`src/rtl/mem_port_arbiter.sv`:
```
// Arbiter sharing one single-port memory between instruction fetch (I) and load/store (D).
// D has priority; a streak counter forces an I grant after MAX_D_STREAK back-to-back D grants
// while I is waiting. One transaction at a time over a variable-latency req/ack handshake.
module mem_port_arbiter #(
  parameter int unsigned DATA_WIDTH   = 32,
  parameter int unsigned MAX_D_STREAK = 4
) (
  input  logic                  clk,
  input  logic                  reset,
  // Fetch port
  input  logic                  i_req,
  input  logic [DATA_WIDTH-1:0] i_addr,
  output logic                  i_done,
  output logic [DATA_WIDTH-1:0] i_rdata,
  // Load/store port
  input  logic                  d_req,
  input  logic                  d_we,
  input  logic [DATA_WIDTH-1:0] d_addr,
  input  logic [DATA_WIDTH-1:0] d_wdata,
  output logic                  d_done,
  output logic [DATA_WIDTH-1:0] d_rdata,
  // Memory side
  output logic                  mem_req,
  output logic                  mem_we,
  output logic [DATA_WIDTH-1:0] mem_addr,
  output logic [DATA_WIDTH-1:0] mem_wdata,
  input  logic [DATA_WIDTH-1:0] mem_rdata,
  input  logic                  mem_ack,
  output logic                  busy
);

  localparam int unsigned            StreakW   = $clog2(MAX_D_STREAK + 1);
  localparam logic [StreakW-1:0]     StreakMax = StreakW'(MAX_D_STREAK);

  typedef enum logic [1:0] {StIdle, StBusyI, StBusyD} state_e;

  state_e                  state_q;
  logic [StreakW-1:0]      streak_q;
  logic                    i_done_q, d_done_q;
  logic [DATA_WIDTH-1:0]   i_rdata_q, d_rdata_q;
  logic                    mem_req_q, mem_we_q;
  logic [DATA_WIDTH-1:0]   mem_addr_q, mem_wdata_q;
  logic                    force_i;

  // I wins a contested cycle only once D has used up its streak allowance.
  assign force_i = i_req && (streak_q == StreakMax);

  // Arbitration, transaction sequencing and all registered outputs.
  always_ff @(posedge clk or posedge reset) begin
    if (reset) begin
      state_q     <= StIdle;
      streak_q    <= '0;
      i_done_q    <= 1'b0;
      d_done_q    <= 1'b0;
      i_rdata_q   <= '0;
      d_rdata_q   <= '0;
      mem_req_q   <= 1'b0;
      mem_we_q    <= 1'b0;
      mem_addr_q  <= '0;
      mem_wdata_q <= '0;
    end else begin
      i_done_q <= 1'b0;
      d_done_q <= 1'b0;
      unique case (state_q)
        StIdle: begin
          if (d_req && !force_i) begin
            state_q     <= StBusyD;
            mem_req_q   <= 1'b1;
            mem_we_q    <= d_we;
            mem_addr_q  <= d_addr;
            mem_wdata_q <= d_wdata;
            // Streak only grows while I is actually being held off.
            if (!i_req) begin
              streak_q <= '0;
            end else if (streak_q != StreakMax) begin
              streak_q <= streak_q + 1'b1;
            end
          end else if (i_req) begin
            state_q     <= StBusyI;
            mem_req_q   <= 1'b1;
            mem_we_q    <= 1'b0;
            mem_addr_q  <= i_addr;
            mem_wdata_q <= '0;
            streak_q    <= '0;
          end
        end
        StBusyI: begin
          if (mem_ack) begin
            state_q   <= StIdle;
            mem_req_q <= 1'b0;
            mem_we_q  <= 1'b0;
            i_done_q  <= 1'b1;
            i_rdata_q <= mem_rdata;
          end
        end
        StBusyD: begin
          if (mem_ack) begin
            state_q   <= StIdle;
            mem_req_q <= 1'b0;
            mem_we_q  <= 1'b0;
            d_done_q  <= 1'b1;
            // Stores leave the load data register untouched.
            if (!mem_we_q) begin
              d_rdata_q <= mem_rdata;
            end
          end
        end
        default: begin
          state_q   <= StIdle;
          mem_req_q <= 1'b0;
          mem_we_q  <= 1'b0;
        end
      endcase
    end
  end

  assign i_done    = i_done_q;
  assign d_done    = d_done_q;
  assign i_rdata   = i_rdata_q;
  assign d_rdata   = d_rdata_q;
  assign mem_req   = mem_req_q;
  assign mem_we    = mem_we_q;
  assign mem_addr  = mem_addr_q;
  assign mem_wdata = mem_wdata_q;
  assign busy      = (state_q != StIdle);

endmodule

```
`config.mk`:
```
export PLATFORM = sky130hd
export DESIGN_NAME = mem_port_arbiter
export DESIGN_NICKNAME = d
export VERILOG_FILES = /design/src/rtl/mem_port_arbiter.sv
export SDC_FILE = /design/constraint.sdc
export NUM_CORES = 1
export LEC_CHECK = 0
export BUFFER_PORTS_ARGS = -buffer_cell sky130_fd_sc_hd__buf_2
export CAP_MARGIN = 15
export CORE_MARGIN = 4
export CORE_UTILIZATION = 41
export CTS_CLUSTER_DIAMETER = 100
export CTS_CLUSTER_SIZE = 28
export DETAILED_ROUTE_END_ITERATION = 10
export HOLD_SLACK_MARGIN = 0.12
export PLACE_DENSITY = 0.71
export SYNTH_ARGS = -nofsm -noshare
export SYNTH_HDL_FRONTEND = slang
export SYNTH_SLANG_ARGS = --single-unit
```
`constraint.sdc`:
```
create_clock -name clk -period 5.7 [get_ports clk]
set_clock_uncertainty 0.05 [all_clocks]
set_input_delay 0.57 -clock clk [delete_from_list [all_inputs] [get_ports clk]]
set_output_delay 0.57 -clock clk [all_outputs]
set_load 0.005 [all_outputs]
```
[Word level (Yosys, flattened, before mapping)]
Cells that the tools add are included.
Storage, ports and cells
  register bits after elaboration: 137
  output and inout port bits: 133
  logic and storage cells: 53
Cells by class
  add/sub/neg operators: 1
  equal/unequal tests: 7
  multiplexer cells: 22
  bitwise logic cells: 1
  reductions and logical operators: 12
Operators by type and width (number)
  $mux 32: 4
  $mux 3: 4
  $mux 1: 8
  $mux 2: 3
  $ne 3x3->1 const B: 2
  $reduce_and 2->1: 3
  $reduce_and 3->1: 2
  $pmux 1 s2: 2
  $pmux 2 s2: 1
  $reduce_bool 2->1: 2
  $add 3x1->3 const B: 1
  $eq 3x3->1 const B: 1
  $ne 3x2->1 const B: 1
  $eq 2x1->1 const B: 1
  $eq 2x2->1 const B: 1
  $logic_and 1x1->1: 2
  $logic_not 2->1: 1
  $ne 2x1->1 const B: 1
  $reduce_or 2->1: 1
  $logic_not 1->1: 1
  $not 1->1: 1

[Longest topological paths before layout]
Gate-level depths: netlist of run 1.
  depth in word-level cells: 6
  mapped depth: 7
  gate-level depth less buffers: 5

[Least setup slack after synthesis of run 1]
Ideal clock, no wire load.
  kind: flip-flop to output port
  start point: register state_q[0]
  end point: output busy
  arrival: 1.130 ns
  setup slack: 3.950 ns
  stages on the path, launching flop included: 6
  path buffers: 2
  cell sequence: dfrtp_1 inv_1 ha_1 buf_2 buf_1 inv_2
Between the ends
  word-level cells in the longest chain between the ends: 1
RTL lines
  start: declaration: RTL line 37  | state_e state_q;
  start signal: assignment: RTL line 51  | state_q <= StIdle;
  start signal: assignment: RTL line 67  | state_q <= StBusyD;
  start signal: assignment: RTL line 79  | state_q <= StBusyI;
  $reduce_bool 2->1: RTL line 125  | assign busy = (state_q != StIdle);
  end: declaration: RTL line 29  | output logic busy
No other way between the ends.

[Worst setup path after layout of run 1]
  start point: register streak_q[0]
  end point: register mem_wdata_q[25] (netlist: mem_wdata[25])
Between the ends
  word-level cells in the longest chain between the ends: 6
  elaborated cells on any way between the ends: 7
  classes of those cells: eq/ne: 1; mux: 1; reduce/logical: 5
RTL lines
  start: declaration: RTL line 38  | logic [StreakW-1:0] streak_q;
  start signal: assignment: RTL line 76  | streak_q <= streak_q + 1'b1;
  $eq 3x3->1 (*): RTL line 46  | assign force_i = i_req && (streak_q == StreakMax);
  $logic_and 1x1->1 (*): RTL line 46
  $logic_not 1->1 (*): RTL line 66  | if (d_req && !force_i) begin
  $logic_and 1x1->1 (*): RTL line 66
  $reduce_bool 2->1 (no line)
  $reduce_and 2->1 (no line)
  end signal: assignment: RTL line 71  | mem_wdata_q <= d_wdata;
  end: declaration: RTL line 42  | logic [DATA_WIDTH-1:0] mem_addr_q, mem_wdata_q;
Mark *: on every way between the ends. The rest lies on a longest branch, timed or not.
A chain may end at the register's enable or synchronous reset.

==> impl_metrics.json, run 1 <==
{
  "period_needed_ns": 2.78,
  "cts_made_buffers": 17,
  "slowest_delay_ns": 1.10,
  "setup_viol": 0,
  "port_buffers": 266,
  "p_per_area_nw_per_um2": 563,
  "ys.warnings.count": 0,
  "clkTransAtPathRegs_ns": 0.06,
  "cts_tree": "done",
  "htree_levels": 4,
  "regArea_um2": 3430,
  "slew_violations": 0,
  "cp_slowest_cell": "nand2_1",
  "gp_congestion": 0.882,
  "ir_drop_mv": 0.245,
  "die_h_um": 127,
  "clock_latency_ns": 0.41,
  "fillers": 1141,
  "synth-edff-count": 0,
  "endpoint_kind": "register",
  "crit_chain": "inv_1 > ha_1 > nand3_2 > nand2_1 > o21ai_1",
  "cts_resized": 0,
  "start_kind": "register",
  "slew_headroom_pct": 24.2,
  "nets": 892,
  "combPwrFrac_pct": 37.0,
  "drc": 0,
  "start_util_pct": 42.0,
  "syn_nets": 640,
  "drt_iter0_markers": 241,
  "drive_above_1_share_pct": 44.3,
  "fp-row-count": 43,
  "multiInputGateArea_um2": 2180,
  "core_um2": 13900,
  "holdCritPathClass": "primary input to async pin",
  "tns_ns": 0,
  "netSwitchingFraction_pct": 34.6,
  "synthesis.instances": 501,
  "die_area_um2": 16200,
  "syn-mean-instance-area_um2": 11.7,
  "area_growth_pct": 34.4,
  "cts.sinks": 137,
  "drtPass1Iterations": 4,
  "clock.fmax_mhz": 359,
  "async_flop_share_pct": 100,
  "wire_per_inst_um": 16.8,
  "synth-seq-cells": 137,
  "ctsHoldBuffers": 0,
  "grt_pass1_wl_mm": 24.9,
  "fp.dieW_um": 127,
  "cts_root_buf": "clkbuf_16",
  "clkPwrFrac_pct": 24.4,
  "rsz0062_at_grt": "no",
  "antenna_found_initial": 1,
  "place_hpwl_mm": 11.4,
  "drtAntennaViolNets": 0,
  "startpoint": "streak_q[0]",
  "critPathMaxFanout": 34,
  "synthFlopType": "dfrtp_1",
  "cap_violations": 0,
  "grt_max_degree": 79,
  "syn_area_um2": 5850,
  "n_antenna_cell": 0,
  "hold_viol": 0,
  "ff2ff_path_depth": 5,
  "arrival_ns": 2.97,
  "worstSetupPathType": "register to register",
  "p_int_mw": 2.89,
  "worstMarginPinSlew_ns": 1.13,
  "io_pins": 267,
  "synth_cell_types": 29,
  "r2r_start": "streak_q[0]",
  "status": "finished, final reports clean",
  "seq_area_frac_synth_pct": 58.6,
  "p_leak_nw": 4.00,
  "hold_slack_ns": 0.171,
  "cts.path.max_buffers": 2,
  "critPathRequiredTime_ns": 5.89,
  "grt_pass1_vias": 4940,
  "overflow": 0,
  "routed_wl_mm": 15.9,
  "dr_total_vias": 4792,
  "final.period_utilization_pct": 48.8,
  "power_switching_mw": 1.53,
  "grt_usage_pct": 19.4,
  "pwr-share-seq_pct": 38.6,
  "routed_via_density": 5.07,
  "postCtsSetupBuffers": 0
}
kinds of logic (layout without fill, tap and decap cells):
kind of cell    after synthesis  after routing  synth area share, %
buf+inv                      47            312                 4.26
compound gates               76             76                 11.0
flops                       137            137                 58.6
fa+ha+maj                     5              5                 1.07
simple gates                172            172                 12.8
mux                          64             64                 12.3
routing by layer:
metal	vias to the layer above	part of all wire [%]	global-route usage, %
li1	2244	-	-
met1	2294	43	24.5
met2	223	46	31.0
met4	2	2.2	7.51
met5	-	0.044	0
met3	29	8.9	6.31
layout make-up:
class / instances / area share, %
clock buffers: 22 / 6.03
well taps: 180 / 2.86
clock inverters: 10 / 1.50
multi-input cells: 317 / 27.8
inverters: 8 / 0.446
repair buffers: 272 / 17.8
flip-flops and latches: 137 / 43.6
sequential cells by signal (all words and copies together) (netlist names):
signal	flops
mem_wdata	32
mem_we	1
mem_addr	32
state_q	2
streak_q	3
d_done	1
d_rdata	32
mem_req	1
i_done	1
i_rdata	32
synthesized netlist by cell type, types with 3 or more instances:
cell type	n	area (µm²)
mux2_1	64	721
buf_6	6	67.6
dfrtp_1	137	3430
clkbuf_1	13	48.8
inv_1	6	22.5
nand4_1	32	200
o211ai_2	30	375
ha_1	5	62.6
o21ai_1	33	165
nand2_1	131	492
buf_2	16	80.1
nor2_1	3	11.3
power by group through the flow:
stage / sequential, mW / combinational [mW] / clock, mW
floorplan: 1.73 / 0.882 / 0
global placement: 1.70 / 1.58 / 0
detailed placement: 1.72 / 1.64 / 0
CTS: 1.71 / 1.64 / 1.11
global route: 1.77 / 1.82 / 1.15
finish: 1.71 / 1.64 / 1.08
critical path: cells and delay by family, from the launching register on:
kind / cells / cell delay, ns
AOI/OAI and AO/OA: 1 / 0.20
adders and majority gates: 1 / 0.22
buffers and inverters: 1 / 0.10
DFF: 1 / 0.38
and+or+nand+nor: 2 / 1.64
final timing paths:
kind                                       to  slack (ns)
worst max-delay path            mem_wdata[25]        2.92
worst min-delay path             mem_wdata[6]        0.17
worst max register to register  mem_wdata[25]        2.92
worst min register to register        mem_req        0.43
max in group asynchronous         i_rdata[12]        4.04
min in group clk                   i_rdata[0]        0.34
metrics by stage:
step	power [mW]	instances	setup WS [ns]	instance area (µm²)	util, %
after floorplan	2.61	501	1.41	5850	-
after global placement	3.27	913	2.97	7240	52.0
after detailed placement	3.36	913	2.82	7240	52.0
after CTS	4.47	945	2.87	7830	56.2
after global routing	4.74	946	2.63	7860	56.4
final	4.43	946	2.92	7860	56.4
cells in the final DEF (no fill, tap or decap), drive strengths merged:
| cell type | Yosys | layout |
|---|---|---|
| bufinv | 0 | 2 |
| o211ai | 32 | 32 |
| nor3b | 1 | 1 |
| a32o | 2 | 2 |
| o21ai | 33 | 33 |
| clkbuf | 13 | 22 |
| a31o | 1 | 1 |
| a21oi | 1 | 1 |
| clkinv | 0 | 3 |
| nand3 | 1 | 1 |
| and2 | 2 | 2 |
| buf | 26 | 272 |
| inv | 8 | 9 |
| nor2 | 3 | 3 |
| nand2 | 131 | 131 |
| mux2 | 64 | 64 |
| ha | 5 | 5 |
| nand2b | 1 | 1 |
| a21o | 2 | 2 |
| o22ai | 1 | 1 |
| a31oi | 1 | 1 |
| clkinvlp | 0 | 4 |
| nand4 | 32 | 32 |
| o21a | 1 | 1 |
| nor2b | 1 | 1 |
| a22o | 2 | 2 |
| dfrtp | 137 | 137 |
No activity file was read; power rests on OpenSTA's default activity.
==> run 2: changes to the inputs <==
ABC_AREA = 1   (was unset)
clock period = 2.8 ns   (was 5.7 ns; I/O delays follow)
==> impl_metrics.json, run 2 <==
{
  "status": "finished, final reports clean",
  "use_met1_pct": 25.8,
  "gp_congestion": 0.789,
  "drt_iter0_markers": 277,
  "cts.path.max_buffers": 2,
  "clock.fmax_mhz": 456,
  "die_h_um": 130,
  "cts.sinks": 137,
  "cp_top_family": "simple AND/OR/NAND/NOR gates",
  "p_int_mw": 5.63,
  "rsz0062_at_grt": "no",
  "dr_total_vias": 5908,
  "die_area_um2": 16800,
  "drive_above_1_share_pct": 30.2,
  "drtAntennaViolNets": 0,
  "ys.warnings.count": 0,
  "cap_violations": 0,
  "port_buffers": 266,
  "syn-mean-instance-area_um2": 8.49,
  "start_kind": "register",
  "critPathMaxFanout": 36,
  "netSwitchingFraction_pct": 35.8,
  "slowest_delay_ns": 0.47,
  "routed_wl_mm": 17.9,
  "crit_chain": "inv_1 > ha_1 > nand3_4 > nand2_4 > inv_4 > nand3_1 > nand2_1",
  "postCtsSetupBuffers": 0,
  "slew_headroom_pct": 51.2,
  "syn_area_um2": 6080,
  "yosys-top-cells-area": "dfrtp_1 56%, nand2_1 15%, nand3_1 7.5%",
  "yosys.area.top_type_share_pct": 56.4,
  "clkTransAtPathRegs_ns": 0.06,
  "drtPass1Iterations": 5,
  "clkPwrFrac_pct": 24.9,
  "power_switching_mw": 3.14,
  "worstMarginPinSlew_ns": 0.733,
  "final.period_utilization_pct": 78.2,
  "async_flop_share_pct": 100,
  "cts_root_buf": "clkbuf_16",
  "area_growth_pct": 47.3,
  "pwr-share-seq_pct": 38.9,
  "ctsHoldBuffers": 94,
  "synth-edff-count": 0,
  "grt_use_met3_pct": 7.53,
  "grt.busiest_layer": "met2",
  "period_needed_ns": 2.19,
  "combPwrFrac_pct": 36.2,
  "clock_latency_ns": 0.42,
  "antenna_found_initial": 0,
  "overflow": 0,
  "synth_cell_types": 24,
  "grt_usage_pct": 21.7,
  "final_common_cell": "buf_2",
  "critPathRequiredTime_ns": 3.06,
  "htree_levels": 4,
  "tns_ns": 0,
  "nets": 1199,
  "synth_commonest_cells": "247 x nand2_1, 137 x dfrtp_1, 107 x inv_1, 91 x nand3_1, 64 x o21ai_1",
  "endpoint_kind": "register",
  "met2_usage_pct": 35.4,
  "io_pins": 267,
  "mostFrequentLayoutCells": "266 x buf_2, 246 x nand2_1, 137 x dfrtp_1",
  "holdCritPathClass": "primary input to register",
  "fp-row-count": 44,
  "p_leak_nw": 5.20,
  "wire_per_inst_um": 14.3,
  "worstSetupPathType": "register to register",
  "setup_viol": 0,
  "cts_tree": "done",
  "core_um2": 14500,
  "start_util_pct": 41.8,
  "synthFlopType": "dfrtp_1",
  "place_hpwl_mm": 11.0,
  "grt_pass1_vias": 6046,
  "slew_violations": 0,
  "p_per_area_nw_per_um2": 979,
  "ir_drop_mv": 0.482,
  "critPathBufInv": 2,
  "arrival_ns": 2.45,
  "fp.dieW_um": 130,
  "grt_pass1_wl_mm": 28.9,
  "seq_area_frac_synth_pct": 56.4,
  "p_total_mw": 8.77,
  "hold_viol": 0,
  "syn_nets": 855,
  "drc": 0,
  "cts_made_buffers": 17,
  "cp_slowest_cell": "nand2_4",
  "grt_max_degree": 138,
  "routed_via_density": 4.70,
  "cts_resized": 0,
  "synth_top_area_cell": "dfrtp_1",
  "yosysMostFrequentCell": "nand2_1",
  "synth-seq-cells": 137,
  "synthesis.instances": 716
}
## run 2: changes by cell type in the layout (fill, tap and decap cells not counted), moves of 3 or more
cell           before  now
nand2_1           131  246
dlygate4sd3_1       0   94
clkinv_2            2    5
mux2_1             64    0
inv_1               5  106
o21ai_1            32   64
nand4_1            32    1
nand3_1             0   91
o211ai_2           30    0
nand3_2             1   10
## run 2: cells by family after synthesis
group	after synthesis	synth area share [%]
AO/OA/AOI/OAI	66	5.62
adder cells (fa/ha/maj)	5	1.03
buffers and inverters	154	11.7
flip-flops	137	56.4
AND/OR/NAND/NOR	354	25.2
## run 2: layout make-up
class	instances	area (µm²)
Clock buffer	20	457
Fill cell	1211	5580
Clock inverter	12	125
Tap cell	184	230
Timing Repair Buffer	366	2340
Antenna cell	1	2.50
Inverter	113	430
Sequential cell	137	3430
Multi-Input combinational cell	425	1940
## run 2: worst paths after layout
check                        startpoint  slack (ns)  depth (start not counted)             to
min in group asynchronous         reset        0.57                          4    d_rdata[26]
hold / removal               i_addr[27]        0.13                          5   mem_addr[27]
hold reg to reg            mem_wdata[2]        0.42                          2   mem_wdata[2]
setup reg to reg            streak_q[0]        0.61                          7         mem_we
max in group asynchronous         reset        1.60                          4  mem_wdata[21]
setup / recovery            streak_q[0]        0.61                          7         mem_we
## run 2: tightest hold or removal path, delay by kind of cell
family	cells	cell delay, ns
buf+inv	2	0.10
simple gates	3	0.18
## run 2: layer usage
metal	wire length (µm)	vias to the layer above
li1	-	2889
met1	7190	2708
met2	8450	279
met3	1820	32
met4	478	0
met5	0	-
## run 2: metrics by stage
step	hold slack, ns	setup WS (ns)	utilization, %	cells	instance area (µm²)
4_1_cts	0.120	0.574	61.6	1257	8950
3_3_place_gp	0.408	0.647	51.1	1131	7430
2_1_floorplan	0.345	0.763	-	716	6080
6_report	0.129	0.609	61.6	1258	8960
3_5_place_dp	0.410	0.594	51.1	1131	7430
5_1_grt	0.153	0.330	61.6	1257	8950
## run 2: power by group through the flow
stage	registers, mW	clock network, mW	logic, mW
3_3_place_gp	3.40	0	3.02
2_1_floorplan	3.47	0	1.68
6_report	3.41	2.18	3.18
3_5_place_dp	3.39	0	3.10
5_1_grt	3.51	2.32	3.62
4_1_cts	3.39	2.23	3.20
